===== src/rtl/mem_access_sequencer.sv =====
// -----------------------------------------------------------------------------
// mem_access_sequencer
//
// Bus-cycle sequencer feeding the discrete read/write strobe register. It takes
// one CPU load/store at a time, drives the address and write-data buses, and
// produces active-high rd/wr levels framed by address/data setup and hold
// cycles. Read data is captured on the final strobe edge and a one-cycle done
// pulse marks completion.
//
// Optional feature macro: MEM_SEQ_WAIT_EN
//   defined   -> mem_wait stretches the final strobe cycle until memory is ready
//   undefined -> mem_wait is ignored, strobe width is fixed
//
// Ports:
//   clock, reset          rising-edge clock, asynchronous active-high reset
//   req, we               request strobe and direction (1 = write), IDLE only
//   addr_in, wdata_in     request address and write data
//   mem_wait              memory not-ready (only with MEM_SEQ_WAIT_EN)
//   bus_data_in           data bus from memory
//   busy, done            access in progress / one-cycle completion pulse
//   rdata_out             last captured read data
//   addr_out, data_out    address and write-data buses
//   data_oe               write-data bus drive enable
//   rd, wr                strobe levels to the strobe register
// -----------------------------------------------------------------------------
module mem_access_sequencer #(
  parameter int ADDR_WIDTH   = 16,
  parameter int DATA_WIDTH   = 16,
  parameter int SETUP_CYCLES = 1,
  parameter int WAIT_CYCLES  = 2
) (
  input  logic                  clock,
  input  logic                  reset,
  input  logic                  req,
  input  logic                  we,
  input  logic [ADDR_WIDTH-1:0] addr_in,
  input  logic [DATA_WIDTH-1:0] wdata_in,
  input  logic                  mem_wait,
  input  logic [DATA_WIDTH-1:0] bus_data_in,
  output logic                  busy,
  output logic                  done,
  output logic [DATA_WIDTH-1:0] rdata_out,
  output logic [ADDR_WIDTH-1:0] addr_out,
  output logic [DATA_WIDTH-1:0] data_out,
  output logic                  data_oe,
  output logic                  rd,
  output logic                  wr
);

  typedef enum logic [1:0] {
    IDLE   = 2'd0,
    SETUP  = 2'd1,
    STROBE = 2'd2,
    HOLD   = 2'd3
  } state_t;

  // The counter counts down to 0, so a phase of N cycles is loaded with N-1.
  localparam logic [3:0] SETUP_LOAD = (SETUP_CYCLES > 0) ? 4'(SETUP_CYCLES - 1) : 4'd0;
  localparam logic [3:0] WAIT_LOAD  = 4'(WAIT_CYCLES);

  state_t                  state_reg, state_next;
  logic [3:0]              count_reg, count_next;
  logic                    we_reg, we_next;
  logic [ADDR_WIDTH-1:0]   addr_next;
  logic [DATA_WIDTH-1:0]   data_next;
  logic [DATA_WIDTH-1:0]   rdata_next;
  logic                    busy_next, done_next, oe_next, rd_next, wr_next;
  logic                    strobe_last;

`ifdef MEM_SEQ_WAIT_EN
  // Final strobe cycle is stretched while memory reports not-ready.
  assign strobe_last = (count_reg == 4'd0) && !mem_wait;
`else
  logic unused_mem_wait;
  assign unused_mem_wait = mem_wait;
  assign strobe_last     = (count_reg == 4'd0);
`endif

  always_comb begin
    state_next = state_reg;
    count_next = count_reg;
    we_next    = we_reg;
    addr_next  = addr_out;
    data_next  = data_out;
    rdata_next = rdata_out;

    case (state_reg)
      IDLE: begin
        if (req) begin
          we_next   = we;
          addr_next = addr_in;
          data_next = wdata_in;
          if (SETUP_CYCLES == 0) begin
            state_next = STROBE;
            count_next = WAIT_LOAD;
          end else begin
            state_next = SETUP;
            count_next = SETUP_LOAD;
          end
        end
      end
      SETUP: begin
        if (count_reg == 4'd0) begin
          state_next = STROBE;
          count_next = WAIT_LOAD;
        end else begin
          count_next = count_reg - 4'd1;
        end
      end
      STROBE: begin
        if (strobe_last) begin
          state_next = HOLD;
          if (!we_reg) begin
            rdata_next = bus_data_in;
          end
        end else if (count_reg != 4'd0) begin
          count_next = count_reg - 4'd1;
        end
      end
      HOLD: begin
        state_next = IDLE;
      end
      default: begin
        state_next = IDLE;
      end
    endcase

    // Outputs are decoded from the upcoming state so they register in step
    // with it; done marks the first IDLE cycle after HOLD.
    busy_next = (state_next != IDLE);
    done_next = (state_reg == HOLD);
    rd_next   = (state_next == STROBE) && !we_next;
    wr_next   = (state_next == STROBE) && we_next;
    oe_next   = (state_next != IDLE) && we_next;
  end

  always_ff @(posedge clock or posedge reset) begin
    if (reset) begin
      state_reg <= IDLE;
      count_reg <= 4'd0;
      we_reg    <= 1'b0;
      addr_out  <= '0;
      data_out  <= '0;
      rdata_out <= '0;
      busy      <= 1'b0;
      done      <= 1'b0;
      data_oe   <= 1'b0;
      rd        <= 1'b0;
      wr        <= 1'b0;
    end else begin
      state_reg <= state_next;
      count_reg <= count_next;
      we_reg    <= we_next;
      addr_out  <= addr_next;
      data_out  <= data_next;
      rdata_out <= rdata_next;
      busy      <= busy_next;
      done      <= done_next;
      data_oe   <= oe_next;
      rd        <= rd_next;
      wr        <= wr_next;
    end
  end

endmodule


===== config.mk =====
export PLATFORM = sky130hd
export DESIGN_NAME = mem_access_sequencer
export DESIGN_NICKNAME = d
export VERILOG_FILES = /design/src/rtl/mem_access_sequencer.sv
export SDC_FILE = /design/constraint.sdc
export NUM_CORES = 1
export LEC_CHECK = 0
export CORE_ASPECT_RATIO = 0.75
export CORE_UTILIZATION = 38
export CTS_CLUSTER_DIAMETER = 120
export DETAILED_ROUTE_END_ITERATION = 8
export PLACE_DENSITY_LB_ADDON = 0.15
export SLEW_MARGIN = 15
export SYNTH_ARGS = -nofsm -noshare
export SYNTH_HDL_FRONTEND = slang
export SYNTH_SLANG_ARGS = --single-unit

===== constraint.sdc =====
create_clock -name clock -period 1.83 [get_ports clock]
set_clock_uncertainty 0.05 [all_clocks]
set_input_delay 0.2745 -clock clock [delete_from_list [all_inputs] [get_ports clock]]
set_output_delay 0.2745 -clock clock [all_outputs]
set_load 0.02 [all_outputs]

# Word level (Yosys, flattened, before mapping)
# Index checks and enable logic that the tools add are counted.
# totals
regBits	60
in_bits	53
word_cells	43
# classes
n_addsub	1
n_eq_ne	7
muxes	11
bitwise_logic	1
n_reduce_logical	12
# op_table
operator	n
$mux W4	4
$pmux W4 S3	1
$pmux W2 S4	1
$eq A2 B2 Y1 const B	3
$mux W2	3
$ne A2 B2 Y1 const B	3
$logic_not A4 Y1	1
$reduce_and A4 Y1	1
$reduce_bool A4 Y1	1
$sub A4 B1 Y4 const B	1
$logic_and A1 B1 Y1	3
$reduce_and A3 Y1	1
$reduce_bool A3 Y1	1
$eq A2 B1 Y1 const B	1
$logic_not A2 Y1	1
$mux W1	2
$reduce_and A2 Y1	1
$reduce_bool A2 Y1	1
$logic_not A1 Y1	1
$not A1 Y1	1

# Longest topological paths before layout
# logic_depth
word_depth	5
mapped_depth	7
depth_no_buf	7

# Worst setup path before layout
# OpenSTA, ideal clock, no wires.
# synth_timing
kind	reg-to-reg
startpoint	register count_reg[0]
endpoint	register rdata_out[0]
setup_time_ps	125
arrival_ps	1518
required_ps	1655
setup_slack_ps	137
stages_incl_launch_ff	7
period_less_slack_ps	1693
path_cell_list	dfrtp_1 > inv_1 > ha_1 > nor3b_2 > nand3b_2 > buf_2 > mux2_2
# synth_via
elab_chain_cells	2
# synth_rtl
element	line_no	rtl
from (decl)	62	logic [3:0] count_reg, count_next;
from (signal assigned)	152	count_reg <= count_next;
$logic_not A4 Y1	76	assign strobe_last = (count_reg == 4'd0);
$reduce_and A3 Y1 (no source line)	-	
to (signal assigned)	156	rdata_out <= rdata_next;
to (decl)	42	output logic [DATA_WIDTH-1:0] rdata_out,
# No other way between the ends.
# A chain may end at the register's enable or synchronous reset.

# Final worst setup path
# layout_timing
startpoint	register count_reg[0]
endpoint	register rd
# layout_via
elab_chain_cells	5
word_cells_on_any_way	6
# layout_rtl
element	line_no	rtl
$logic_not A4 Y1 *	76, 103	
$mux W2 (on tied branches)	111, 103	
$pmux W2 S4 *	87	case (state_reg)
net state_next[0]	61	state_t state_reg, state_next;
$eq A2 B2 Y1 *	132	rd_next = (state_next == STROBE) && !we_next;
$logic_and A1 B1 Y1 *	132	
net rd_next	67	logic busy_next, done_next, oe_next, rd_next, wr_next;
to (signal assigned)	160	rd <= rd_next;
to (decl)	46	output logic rd,
# Mark *: on every way through the listed nets, which the timed path passes. The rest lies on a longest branch.

==> out/results.ini <==
[finish]
area_growth_pct=60.2
reg_top3=addr_out x16, data_out x16, rdata_out x16
nNetsFinal=349
register_area_um2=1500
fin_area_um2=3890
n_antenna_cell=0
nFillCells=470
layout-drive-gt1-share=0.298
multi_input_area_um2=896

[sta]
fin_ws_ns=0.0851
slew_violations=0
whs_ns=0.279
slew_headroom=0.656
min_period_ns=1.74
hold_viol_final=0
timing.final.crit_share=0.953
tightest_slew_ns=0.516
rsz0062_at_grt=false
finalSetupViolCount=0
max_freq_mhz=573

[setup_path]
reg2reg_to=rd$_DFF_PP0_
start_kind=flip-flop
end_kind=flip-flop
reg2reg_depth=7
startpoint=count_reg[0]$_DFFE_PP0P_
path_max_fanout=3
cp.arrival_ns=1.95
critPathRequiredTime_ns=2.04
worstReg2RegStart=count_reg[0]$_DFFE_PP0P_
crit_type=reg2reg
reg2reg_setup_slack_ns=0.09

[drt]
wl_per_cell_um=14.2
drt_iter0_drc=54
met3_length_um=662
ant_nets=0
dr.pass1.iters=4
via_per_inst=4.70
drc_errors=0
dr.max_layer_used=met4
wl_met1_mm=2.26
met2_length_mm=2.25
drt-total-wl_mm=5.25
num_vias=1740

[min_path]
min-delay-path-class=in2async

[place]
dp_slack_ns=-0.136
io_buffers=104
gp_congestion=0.775
post_dp_cell_area_um2=3640
post-dp-hpwl_mm=3.76

[power]
leakage_nw=1.70
ir_worst_vdd_uv=1040
power.density_nw_per_um2=1910

[synth]
ys.warnings.count=0
syn_inst=165
ys_async_sr_fraction=1.00
synth_edf_count=0
synth_top_area_share=0.618
synthFlopType=dfrtp_1
syn_avg_cell_area_um2=14.7
synth_common_cells=dfrtp_1 (60), mux2_2 (49), ha_1 (9)
synth_fp_nets=227
yosys.cell_count.top_type=dfrtp_1
ys_types=23
synth_largest_area_cell=dfrtp_1
netlist_area_um2=2430
netlist_top_cells_area=dfrtp_1 (62%), mux2_2 (23%), ha_1 (4.6%)
synth-seq-cells=60
synth_seq_area_share=0.618

[floorplan]
io_pins=106
initial_core_util=0.407
die_x_um=94.4
die-area_um2=6730
std_cell_rows=24
coreArea_um2=5980
fp.dieH_um=71.3

[grt]
grt_first_pass_wirelength_mm=8.31
grt_max_degree=33
grt_usage=0.167
grt_pass1_vias=1815
antenna_found_initial=0
grt_overflow=0

[clocking]
clkLatencyLatePin_ns=0.33
htreeDepth=3
cts_sinks=60
cts_buffers=9
clkTransAtPathRegs_ns=0.07
cts_tree=yes
cts_buffer_depth=2
cts.root.buffer_cell=clkbuf_8

[status]
outcome=finished, final reports clean

[job]
maxCapViolCount=0

==> cell families (layout without fill, tap and decap cells) <==
logic type      Yosys count  in the layout  share of synthesized area
mux                      51             51                      0.235
fa+ha+maj                 9              9                     0.0463
buf+inv                  13            140                     0.0221
compound gates           15             15                     0.0360
simple gates             17             17                     0.0427
flops                    60             60                      0.618
==> critical path: stages, from the launching register on <==
cell     delay (ns)
dfrtp_1        0.40
inv_2          0.07
ha_2           0.18
or3b_4         0.38
a211o_1        0.31
nand2_2        0.09
inv_2          0.06
nor3_2         0.13
==> metal layers <==
| layer | up-vias | GRT usage |
|---|---|---|
| met5 | - | 0 |
| met4 | 0 | 0.0718 |
| met3 | 11 | 0.0966 |
| met2 | 93 | 0.250 |
| met1 | 821 | 0.196 |
| li1 | 815 | - |
==> worst max-delay path by stage <==
stage                         endpoint  cells after the start
5_1_grt                   wr$_DFF_PP0_                      7
2_1_floorplan  addr_out[0]$_DFFE_PP0P_                      1
4_1_cts                   rd$_DFF_PP0_                      7
6_report                  rd$_DFF_PP0_                      7
3_5_place_dp              rd$_DFF_PP0_                      4
3_3_place_gp              wr$_DFF_PP0_                      4
==> area by class of cell <==
class | count | area share
inverter | 9 | 0.00868
clock inverter | 5 | 0.0193
clock buffer | 11 | 0.0363
tap | 78 | 0.0251
sequential | 60 | 0.386
multi-input combinational | 92 | 0.230
timing repair buffer | 115 | 0.295
==> repair_timing <==
item | in CTS | in global routing
pin swaps | 0 | 0
gates resized for setup | 1 | 7
hold buffers | 0 | 0
endpoints found under the setup margin | 5 | 6
buffers inserted | 0 | 2
==> power by group <==
group	internal (mW)	total [mW]	switching, mW
sequential	1.99	2.31	0.321
combinational	2.06	3.85	1.79
clock	0.797	1.30	0.500
total	4.84	7.45	2.61
==> per-stage QoR <==
step,power [mW],instances,TNS [ns],utilization
after floorplan,4.37,165,0,-
after global routing,7.91,370,0,0.652
after global placement,6.04,352,-0.238,0.610
final,7.45,370,0,0.652
after detailed placement,6.12,352,-0.579,0.610
after CTS,7.46,368,0,0.646
==> placed cells by master, fill, tap and decap left out, types with 2 or more instances in the layout <==
| cell | instances |
|---|---|
| nor2_1 | 3 |
| mux2i_1 | 2 |
| o21ai_0 | 6 |
| dfrtp_1 | 60 |
| ha_1 | 8 |
| clkbuf_8 | 10 |
| nand2_1 | 3 |
| a21oi_1 | 4 |
| mux2_2 | 49 |
| clkinv_2 | 3 |
| inv_1 | 5 |
| inv_2 | 4 |
| buf_4 | 9 |
| buf_12 | 2 |
| or3_1 | 2 |
| clkdlybuf4s50_1 | 104 |
| nor3_2 | 2 |
| bufinv_16 | 2 |
(Power assumes the default switching activity.)
